[config.mk]
export PLATFORM = sky130hd
export DESIGN_NAME = seq_restoring_divider
export DESIGN_NICKNAME = d
export VERILOG_FILES = /design/src/rtl/seq_restoring_divider.sv
export SDC_FILE = /design/constraint.sdc
export NUM_CORES = 1
export LEC_CHECK = 0
export BUFFER_PORTS_ARGS = -buffer_cell sky130_fd_sc_hd__buf_2
export CORE_MARGIN = 5
export CORE_UTILIZATION = 55
export CTS_CLUSTER_SIZE = 12
export DETAILED_ROUTE_END_ITERATION = 6
export PLACE_DENSITY_LB_ADDON = 0.3
export SLEW_MARGIN = 25
export SYNTH_ARGS = -nofsm -noshare
export SYNTH_HDL_FRONTEND = slang
export SYNTH_SLANG_ARGS = --single-unit
export TNS_END_PERCENT = 10
[constraint.sdc]
create_clock -name clk -period 3.62 [get_ports clk]
set_input_delay 0.362 -clock clk [delete_from_list [all_inputs] [get_ports clk]]
set_output_delay 0.362 -clock clk [all_outputs]
set_load 0.05 [all_outputs]
[src/rtl/seq_restoring_divider.sv]
// Multi-cycle restoring divider: one quotient bit per clock, go/over handshake, exposed state.
// Define SIGNED_DIV_EN for two's-complement operands (magnitude datapath plus sign fix-up on exit).
`timescale 1ns/1ps
module seq_restoring_divider #(
    parameter int WIDTH = 8
) (
    input  logic             clk,
    input  logic             rst,
    input  logic             go,
    input  logic [WIDTH-1:0] dividend,
    input  logic [WIDTH-1:0] divisor,
    output logic [1:0]       state,
    output logic [WIDTH-1:0] quot,
    output logic [WIDTH-1:0] rem,
    output logic             over,
    output logic             dbz
);
    localparam int CW = $clog2(WIDTH + 1);

    typedef enum logic [1:0] {
        IDLE = 2'd0,
        CALC = 2'd1,
        DONE = 2'd2,
        BAD  = 2'd3
    } state_t;

    state_t           cur, nxt;
    logic [WIDTH-1:0] r_q, w_q, dsr_q;
    logic [CW-1:0]    cnt_q;
    logic [WIDTH:0]   shifted;
    logic             fits;
    logic [WIDTH-1:0] r_next, w_next;
    logic [WIDTH-1:0] a_mag, b_mag, quot_fix, rem_fix;
    logic             last_step;

`ifdef SIGNED_DIV_EN
    logic qneg_q, rneg_q;

    assign a_mag    = dividend[WIDTH-1] ? -dividend : dividend;
    assign b_mag    = divisor[WIDTH-1]  ? -divisor  : divisor;
    assign quot_fix = qneg_q ? -w_next : w_next;
    assign rem_fix  = rneg_q ? -r_next : r_next;

    always_ff @(posedge clk or posedge rst) begin
        if (rst) begin
            qneg_q <= 1'b0;
            rneg_q <= 1'b0;
        end else if (cur == IDLE && go) begin
            qneg_q <= dividend[WIDTH-1] ^ divisor[WIDTH-1];
            rneg_q <= dividend[WIDTH-1];
        end
    end
`else
    assign a_mag    = dividend;
    assign b_mag    = divisor;
    assign quot_fix = w_next;
    assign rem_fix  = r_next;
`endif

    // Trial subtraction is done as a WIDTH+1-bit compare; the low-WIDTH difference always fits.
    always_comb begin
        shifted = {r_q, w_q[WIDTH-1]};
        fits    = (shifted >= {1'b0, dsr_q});
        r_next  = fits ? (shifted[WIDTH-1:0] - dsr_q) : shifted[WIDTH-1:0];
        w_next  = {w_q[WIDTH-2:0], fits};
    end

    assign last_step = (cnt_q == CW'(1));
    assign state     = cur;

    always_ff @(posedge clk or posedge rst) begin
        if (rst) cur <= IDLE;
        else     cur <= nxt;
    end

    always_comb begin
        nxt = cur;
        case (cur)
            IDLE:    if (go) nxt = (divisor == '0) ? DONE : CALC;
            CALC:    if (last_step) nxt = DONE;
            DONE:    if (!go) nxt = IDLE;
            default: nxt = IDLE;
        endcase
    end

    always_ff @(posedge clk or posedge rst) begin
        if (rst) begin
            r_q   <= '0;
            w_q   <= '0;
            dsr_q <= '0;
            cnt_q <= '0;
            quot  <= '0;
            rem   <= '0;
            over  <= 1'b0;
            dbz   <= 1'b0;
        end else begin
            case (cur)
                IDLE: begin
                    if (go) begin
                        dsr_q <= b_mag;
                        if (divisor == '0) begin
                            quot <= '1;
                            rem  <= dividend;
                            dbz  <= 1'b1;
                            over <= 1'b1;
                        end else begin
                            r_q   <= '0;
                            w_q   <= a_mag;
                            cnt_q <= CW'(WIDTH);
                        end
                    end
                end
                CALC: begin
                    r_q   <= r_next;
                    w_q   <= w_next;
                    cnt_q <= cnt_q - CW'(1);
                    if (last_step) begin
                        quot <= quot_fix;
                        rem  <= rem_fix;
                        over <= 1'b1;
                        dbz  <= 1'b0;
                    end
                end
                DONE: if (!go) over <= 1'b0;
                default: over <= 1'b0;
            endcase
        end
    end
endmodule
**After elaboration in Yosys (flattened, before gate mapping)**

Cells that the tools add are included.
Widths: inputs -> output; s select.

- Word-level logic and storage cells: 58
- Bits in registers: 48

- Reduce and logical (&&, ||, !) cells: 8
- Muxes and demuxes: 30
- Equality and inequality tests: 8
- Add/subtract/negate cells: 2
- Order comparisons: 1

Operators with widths:

| operator | count |
|---|---|
| $mux 8 | 11 |
| $pmux 8 s2 | 4 |
| $ne 2x2->1 const B | 5 |
| $ge 9x8->1 | 1 |
| $logic_not 8->1 | 1 |
| $mux 2 | 4 |
| $mux 4 | 2 |
| $pmux 4 s2 | 1 |
| $reduce_and 4->1 | 2 |
| $sub 8x8->8 | 1 |
| $pmux 2 s3 | 1 |
| $reduce_and 3->1 | 2 |
| $mux 1 | 5 |
| $eq 4x1->1 const B | 1 |
| $sub 4x1->4 const B | 1 |
| $pmux 1 s3 | 1 |
| $eq 2x1->1 const B | 1 |
| $eq 2x2->1 const B | 1 |
| $logic_not 2->1 | 1 |
| $pmux 1 s2 | 1 |
| $reduce_and 2->1 | 1 |
| $reduce_bool 2->1 | 1 |

**Depth between registers and ports, before layout**

Gate-level depths: netlist (run 1).

- Depth in word-level cells: 4
- Mapped depth: 9
- Mapped depth without buffers: 9

**Worst setup path before layout (run 1)**

Ideal clock, no wire load.

- Path type: register -> register
- From: reg w_q[7]
- To: reg rem[4]
- Path slack: 1582 ps
- Cell stages (with the launch flop): 9
- Clock period less this slack: 2038 ps
- Arrival time: 1954 ps
- Setup time: 84 ps
- Cells stage by stage: dfrtp_1 > inv_1 > ha_1 > fa_1 > nand2b_1 > a21oi_1 > nor2_1 > or4_4 > a41oi_2

- Cells in the longest elaborated chain, start to end: 4
- Elaborated cells on any way between the ends: 5
- Those cells by class: add/sub (1); order compare (1); mux (3)

Ends and longest elaborated chain:

| element | line | source |
|---|---|---|
| from (decl) | 28 | `logic [WIDTH-1:0] r_q, w_q, dsr_q;` |
| from (signal assigned) | 108 | `w_q <= a_mag;` |
| from (signal assigned) | 115 | `w_q <= w_next;` |
| $sub 8x8->8 or $ge 9x8->1 (tied branches) | 64, 63 |  |
| $mux 8 (*) | 64 | `r_next = fits ? (shifted[WIDTH-1:0] - dsr_q) : shifted[WIDTH-1:0];` |
| $mux 8 (*) | 117 | `if (last_step) begin` |
| $pmux 8 s2 (*) | 97 | `case (cur)` |
| to (signal assigned) | 103 | `rem <= dividend;` |
| to (signal assigned) | 119 | `rem <= rem_fix;` |
| to (decl) | 14 | `output logic [WIDTH-1:0] rem,` |

Mark *: on every way between the ends. The rest lies on a longest branch, timed or not. The select of a mux whose other input is x is not followed.
A chain may end at the register's enable or synchronous reset.

**Worst setup path after layout (run 1)**

- From: reg r_q[5]
- To: reg rem[2]

- Cells in the longest elaborated chain, start to end: 4

Ends and longest elaborated chain:

| element | line | source |
|---|---|---|
| from (decl) | 28 |  |
| from (signal assigned) | 114 | `r_q <= r_next;` |
| $ge 9x8->1 | 63 | `fits = (shifted >= {1'b0, dsr_q});` |
| $mux 8 | 64 |  |
| $mux 8 | 117 |  |
| $pmux 8 s2 | 97 |  |

No other way between the ends. The select of a mux whose other input is x is not followed.

==> metrics.md, run 1 <==
| Metric | Value |
|---|---|
| Adder-cell area share of the yosys netlist | `between 5 and 6%` |
| Max_cap viols | `0` |
| Seq/Total Area, Yosys | `between 40% and 50%` |
| Worst Path Required | `3.75 ns` |
| Die height | `77.71 um` |
| Commonest cells post-synth | `dfrtp_1, nor2_1, nand2_1` |
| Slew Limit Fails | `0` |
| Mux cell area share after synthesis | `1.241%` |
| Antenna viol nets, final | `0` |
| Normalized max-slew margin | `42.07%` |
| Fillers | `372` |
| Top cells by area, synth | `dfrtp_1, nor2_1, nand2_1, ha_1, a21oi_1` |
| Worst Setup SP | `r_q[5]$_DFFE_PP0P_` |
| Library cells used by synthesis | `51` |
| Buffer and inverter count on the worst path | `0` |
| Mapped Area | `2521 um2` |
| Clock transition at path regs | `0.09 ns` |
| Iter 0 DRT Violations | `about 120` |
| WP data arrival | `about 2.6 ns` |
| Placed Instance Area | `2711 um2` |
| RePlAce Congestion | `0.8469` |
| Top cell by count, worst path | `a31oi_1` |
| Top FF cell, synth | `dfrtp_1` |
| Cells after Synth | `about 280` |
| Drt via density | `5.685` |
| Site Rows | `24` |
| Least-Margin Pin Slew | `0.8669 ns` |
| Area of the multi-input gates | `1184 um2` |
| Crit start category | `flip-flop` |
| Final WL | `~5400 um` |
| Asr flop ratio synth | `100.0%` |
| GRT Total Usage | `19.08%` |
| Yosys warns | `0` |
| Initial Util | `57.11%` |
| Initial antenna violation count | `0` |
| Post-cts sizing count | `0` |
| Final setup viols | `0` |
| Critical R2R Capture | `rem[2]$_DFFE_PP0P_` |
| Fin. Hold Viols | `0` |
| XOR/XNOR share of the synthesized area | `1.737%` |
| Main combinational cell family by area after synthesis | `simple AND/OR/NAND/NOR gates` |
| Synth Area in Simple Gates | `20.20%` |
| Reg area | `1201 um2` |
| Share of post-route cells with drive strength above 1 | `around a fifth` |
| Post-synth top area share | `47.64%` |
| Crit path max-delay family | `compound AO/OA/AOI/OAI gates` |
| Clock root buffer | `clkbuf_8` |
| Max Root-Sink Buffers | `2` |
| Worst R2R Start | `r_q[5]$_DFFE_PP0P_` |
| Compound-gate portion of the synthesized area | `18.01%` |
| H-tree depth | `2` |
| Ant. Diodes | `0` |
| Crit Path Max Fanout | `8` |
| Clock Skew | `~0.011 ns` |
| Clock Sinks | `48` |
| Synth area leader | `dfrtp_1` |
| CP endpoint kind | `flip-flop` |
| CTS tree | `yes` |
| Ports | `39` |
| Hold crit path type | `in2async` |
| Die ar. | `6038 um2` |
| Nets | `343` |
| Die width | `77.71 um` |
| Via count | `2075` |
| Core area | `approximately 4400 um2` |
| Setup Buffers After CTS | `0` |
| Critical path class | `reg2reg` |
| Tmin final | `between 2 and 2.5 ns` |
| Crit-path cells | `ha_1 -> a21o_1 -> a211oi_2 -> o21ai_2 -> or2_1 -> a31oi_1 -> a31oi_1` |
| Total global routing overflow | `0` |
| Synth Register Bits | `48` |
| Number of synthesized flops with an enable pin | `0` |
| Clk_lat worst skew | `0.30 ns` |
| First-pass GRT wire length | `9411 um` |
| Reg2Reg Setup Slack | `approximately 1.2 ns` |
| Status | `finished, final reports clean` |
| CP max-delay cell | `dfrtp_1` |
| Total negative setup slack | `0 ns` |
| Final period util | `66.96%` |
| Unrepaired setup endpoints after global routing | `false` |
| Most frequent cell after synthesis | `dfrtp_1` |
| First-pass DRT Iterations | `4` |
| Cts hold-fix bufs | `0` |
| Critical Path Max Stage Delay | `0.42 ns` |
| Fmax | `around 410 MHz` |
| Vias in the first global route | `approximately 2100` |
| I/O Buffers | `38` |
| Average size of a mapped cell | `9.102 um2` |
| Reg2Reg Depth | `7` |
| Fin area | `roughly 2800 um2` |
| Pin count of the biggest net entering global routing | `49` |
| Area delta synth->final | `11.22%` |
| Wire per inst | `between 10 and 15 um` |
| Finished Core Util | `around 64%` |
| Residual DRC count | `0` |
| Dpl hpwl | `roughly 4000 um` |
| Cts bufs inserted | `5` |
| Synthesized net count | `307` |
==> layer usage <==
| layer | part of all wire, % | vias to the layer above | global-route usage, % | wire, um |
|---|---|---|---|---|
| li1 | - | 1027 | - | - |
| met1 | 44 | 986 | 24.20 | 2370 |
| met2 | 49 | 52 | 31.97 | 2676 |
| met3 | 5.2 | 10 | 4.398 | 282 |
| met4 | 1.5 | 0 | 6.529 | 80 |
| met5 | 0 | - | 0 | 0 |
==> registers in the layout, indices dropped and copies added (netlist names) <==
signal	count
cnt_q	4
dbz	1
dsr_q	8
over	1
quot	8
r_q	8
rem	8
state	2
w_q	8
==> cells by family after synthesis <==
family / Yosys count
compound gates: 72
xor+xnor: 5
fa+ha+maj: 11
buf+inv: 26
flops: 48
mux: 3
simple gates: 112
==> placed cells by master (no fill, tap or decap), types with 5 or more instances in the layout <==
cell type / netlist / routed
buf_2: 4 / 38
inv_1: 15 / 14
ha_1: 10 / 10
o21ai_0: 13 / 13
o22ai_1: 5 / 5
nor2_1: 44 / 44
dfrtp_1: 48 / 48
nand2_1: 41 / 41
a21oi_1: 20 / 20
a31oi_1: 14 / 14
clkbuf_8: 3 / 6
==> cell type report <==
| class | count | share of cell area (%) |
|---|---|---|
| clock buffers | 6 | 2.945 |
| clock inverters | 1 | 0.3124 |
| inverters | 15 | 2.053 |
| well taps | 52 | 2.320 |
| multi-input cells | 203 | 42.21 |
| repair buffers | 40 | 7.318 |
| flip-flops and latches | 48 | 42.84 |
==> through the flow <==
step	cells	worst slack [ns]	hold WS, ns
after floorplan	277	1.582	0.4712
after global placement	358	1.167	0.4998
final	365	1.196	0.1739
after detailed placement	358	1.085	0.5068
after CTS	365	1.216	0.2706
after global routing	365	1.053	0.2489
==> worst register-to-register path: stages (launching register included) <==
cell and delay, ns:
dfrtp_1 0.42, ha_1 0.39, a21o_1 0.21, a211oi_2 0.27, o21ai_2 0.17, or2_1 0.36
a31oi_1 0.29, a31oi_1 0.13
==> how the worst max path moves through the flow <==
| stage | cells after the start | endpoint | slack, ns |
|---|---|---|---|
| after detailed placement | 6 | rem[5]$_DFFE_PP0P_ | 1.08 |
| after global routing | 7 | rem[6]$_DFFE_PP0P_ | 1.05 |
| final | 7 | rem[2]$_DFFE_PP0P_ | 1.20 |
| after floorplan | 8 | rem[4]$_DFFE_PP0P_ | 1.58 |
| after CTS | 7 | rem[2]$_DFFE_PP0P_ | 1.22 |
| after global placement | 6 | rem[5]$_DFFE_PP0P_ | 1.17 |
Power of run 1 is left out: the tool's default activity adds up to more than one toggle a clock period on the data nets, which glitch-free logic cannot reach.
==> run 2: changes to the inputs <==
--- a/config.mk
+++ b/config.mk
@@ -5,6 +5,7 @@
 export SDC_FILE = /design/constraint.sdc
 export NUM_CORES = 1
 export LEC_CHECK = 0
+export ABC_AREA = 1
 export BUFFER_PORTS_ARGS = -buffer_cell sky130_fd_sc_hd__buf_2
 export CORE_MARGIN = 5
 export CORE_UTILIZATION = 55
==> constraint.sdc (replaced) <==
create_clock -name clk -period 2.4 [get_ports clk]
set_input_delay 0.24 -clock clk [delete_from_list [all_inputs] [get_ports clk]]
set_output_delay 0.24 -clock clk [all_outputs]
set_load 0.05 [all_outputs]
==> run 2 against run 1 <==
Sequential cell count did not move. Core utilization rose by 2.0 points. Design area grew 11%. Critical path depth grew 4. Count of clock-buffer cells in the layout unchanged. Non-clock buffer count increased by 4. Area after synthesis up 7.8%. Routed wire length increased by 11%. Global-route usage grew 1.6 points.
==> metrics.md, run 2 <==
| Metric | Value |
|---|---|
| Unrepaired setup endpoints after global routing | `false` |
| Top FF cell, synth | `dfrtp_1` |
| WP data arrival | `2.26 ns (-0.30 ns)` |
| Status | `finished, final reports clean` |
| Synth area leader | `dfrtp_1` |
| Crit Path Max Fanout | `10 (+2)` |
| Library cells used by synthesis | `26 (-49%)` |
| Mapped Area | `2718 um2 (+7.8%)` |
| Site Rows | `25 (+4.2%)` |
| Reg area | `1201 um2 (unchanged)` |
| Die ar. | `6446 um2 (+6.8%)` |
| Total negative setup slack | `0 ns (unchanged)` |
| Pwr/cell area | `roughly 1600 nW/um2` |
| Residual DRC count | `0 (unchanged)` |
| Nets | `437 (+27%)` |
| Fmax | `485.2 MHz (+18%)` |
| Setup Buffers After CTS | `0 (unchanged)` |
| VDD IR max | `1.108 mV` |
| CP endpoint kind | `flip-flop` |
| Synth Register Bits | `48 (unchanged)` |
| Most common cell after layout, fill and taps aside | `nand2_1` |
| Clock Skew | `0.006886 ns (-0.004019 ns)` |
| Drt via density | `5.019 (-12%)` |
| I/O Buffers | `38 (unchanged)` |
| Die height | `80.29 um (+3.3%)` |
| Die width | `80.29 um (+3.3%)` |
| Cts hold-fix bufs | `1 (+1)` |
| Post-cts sizing count | `0 (unchanged)` |
| Initial Util | `57.16% (about the same)` |
| Average size of a mapped cell | `7.445 um2 (-18%)` |
| Final WL | `5979 um (+11%)` |
| Yosys warns | `0 (unchanged)` |
| First-pass GRT wire length | `10460 um (+11%)` |
| Wire per inst | `12.59 um (-15%)` |
| Critical R2R Capture | `rem[2]$_DFFE_PP0P_` |
| Area delta synth->final | `14.59%` |
| Iter 0 DRT Violations | `138 (+11%)` |
| GRT Total Usage | `20.68% (+1.6 points)` |
| Fin cells | `475 (+30%)` |
| Via count | `2384 (+15%)` |
| Fillers | `430 (+16%)` |
| Clock transition at path regs | `0.09 ns (about the same)` |
| Worst Path Required | `2.60 ns (-1.15 ns)` |
| Hold Path End | `dsr_q[7]$_DFFE_PP0P_` |
| Leakage | `1.699 nW` |
| H-tree depth | `2 (unchanged)` |
| Top cells by area, synth | `dfrtp_1, nand2_1, inv_1, nand3_1, o21ai_0` |
| Dpl ws | `0.3792 ns (-0.7056 ns)` |
| Worst R2R Start | `r_q[2]$_DFFE_PP0P_` |
| Max Root-Sink Buffers | `2 (unchanged)` |
| Cells after Synth | `365 (+32%)` |
| Area of the multi-input gates | `1204 um2 (+1.7%)` |
| Commonest cells post-synth | `nand2_1, inv_1, dfrtp_1` |
| Share of post-route cells with drive strength above 1 | `14.95% (-4.9 points)` |
| Placed Cells incl. Taps | `466 (+30%)` |
| Hold crit path type | `in2reg` |
| Core area | `4755 um2 (+7.7%)` |
| Post-synth top area share | `44.20% (-3.4 points)` |
| Normalized max-slew margin | `63.16% (+21 points)` |
| Vias in the first global route | `2348 (+13%)` |
| Clk_lat worst skew | `0.30 ns (about the same)` |
| Dpl hpwl | `4608 um (+16%)` |
| Ports | `39 (unchanged)` |
| Least-Margin Pin Slew | `0.5506 ns (-0.3163 ns)` |
| Final setup viols | `0 (unchanged)` |
| Antenna viol nets, final | `0 (unchanged)` |
| Cts bufs inserted | `5 (unchanged)` |
| WHS Path Cells | `3` |
| Crit start category | `flip-flop` |
| Synthesized net count | `395 (+29%)` |
| First-pass DRT Iterations | `4 (unchanged)` |
| RePlAce Congestion | `0.8726 (+3.0%)` |
| Critical path class | `reg2reg` |
| Tmin final | `2.061 ns (-0.3631 ns)` |
| Ant. Diodes | `0 (unchanged)` |
| CTS tree | `yes` |
| Asr flop ratio synth | `100.0% (unchanged)` |
| Initial antenna violation count | `0 (unchanged)` |
| Clock Sinks | `48 (unchanged)` |
| PnR worst setup slack | `0.3392 ns (-0.8569 ns)` |
| Most frequent cells in the layout | `nand2_1, inv_1, dfrtp_1, buf_2, nand3_1` |
| Seq/Total Area, Yosys | `44.20% (-3.4 points)` |
| Finished Core Util | `65.50% (+2.0 points)` |
| Slew Limit Fails | `0 (unchanged)` |
| Hold_sp | `divisor[7]` |
| Final period util | `85.87% (+19 points)` |
| Fin. Hold Viols | `0 (unchanged)` |
| Reg2Reg Setup Slack | `0.34 ns (-0.86 ns)` |
| Reg2Reg Depth | `11 (+4)` |
| Max_cap viols | `0 (unchanged)` |
| Total global routing overflow | `0 (unchanged)` |
| Clock root buffer | `clkbuf_8` |
| Number of synthesized flops with an enable pin | `0 (unchanged)` |
| Most frequent cell after synthesis | `nand2_1` |
| Pin count of the biggest net entering global routing | `28 (-43%)` |
==> run 2: worst max-delay path: stages (launching register included) <==
cell and delay (ns):
dfrtp_1 0.43, ha_1 0.38, nand2_1 0.12, inv_1 0.05, nand2_1 0.10, nand2_1 0.06, nand2_1 0.06, nand4_1 0.33
nand3_1 0.25, nand3_1 0.09, nand2_1 0.07, inv_1 0.04
==> run 2: metal layers <==
| layer | vias up | global-route usage (%) | wire (um) |
|---|---|---|---|
| li1 | 1240 | - | - |
| met1 | 1079 | 27.20 | 2764 |
| met2 | 56 | 34.52 | 2855 |
| met3 | 9 | 4.036 | 277 |
| met4 | 0 | 6.081 | 82 |
| met5 | - | 0 | 0 |
==> run 2: cell type report <==
cell class / instances / area share [%]
clock buffer: 6 / 2.652
sequential: 48 / 38.57
multi-input combinational: 237 / 38.65
clock inverter: 2 / 1.245
tap: 67 / 2.692
timing repair buffer: 44 / 7.634
inverter: 71 / 8.558
==> run 2: worst max path at each step <==
stage / startpoint / to / slack (ns) / depth (start not counted)
2_1_floorplan: state[0]$_DFFE_PP0P_ / rem[0]$_DFFE_PP0P_ / 0.52 / 11
3_3_place_gp: r_q[4]$_DFFE_PP0P_ / rem[2]$_DFFE_PP0P_ / 0.44 / 10
3_5_place_dp: r_q[2]$_DFFE_PP0P_ / rem[2]$_DFFE_PP0P_ / 0.38 / 10
4_1_cts: r_q[3]$_DFFE_PP0P_ / rem[2]$_DFFE_PP0P_ / 0.36 / 11
5_1_grt: r_q[3]$_DFFE_PP0P_ / rem[2]$_DFFE_PP0P_ / 0.09 / 11
6_report: r_q[2]$_DFFE_PP0P_ / rem[2]$_DFFE_PP0P_ / 0.34 / 11
==> run 2: logic make-up (layout without fill, tap and decap cells) <==
family                   after synthesis  in the layout  share of synthesized area, %
adder cells (fa/ha/maj)               11             11                         5.341
AND/OR/NAND/NOR                      177            177                         28.64
XOR/XNOR                               4              4                         1.289
AO/OA/AOI/OAI                         45             45                         9.023
flip-flops                            48             48                         44.20
buffers and inverters                 80            123                         11.51
==> run 2: through the flow <==
stage | hold slack, ns | power, mW | instance area, um2
finish | 0.2082 | 5.002 | 3114
global route | 0.2210 | 5.488 | 3114
CTS | 0.2063 | 5.019 | 3114
detailed placement | 0.2710 | 4.399 | 2983
global placement | 0.2647 | 4.328 | 2983
floorplan | 0.4054 | 3.736 | 2718
==> run 2: report_power, final <==
part	switching (mW)	leakage (nW)	internal, mW	total, mW
clock network	0.272	0.0614	0.341	0.613
logic	2.09	1.07	0.923	3.01
registers	0.209	0.571	1.17	1.38
total	2.57	1.70	2.43	5.00
Power figures use the tool's default switching activity.
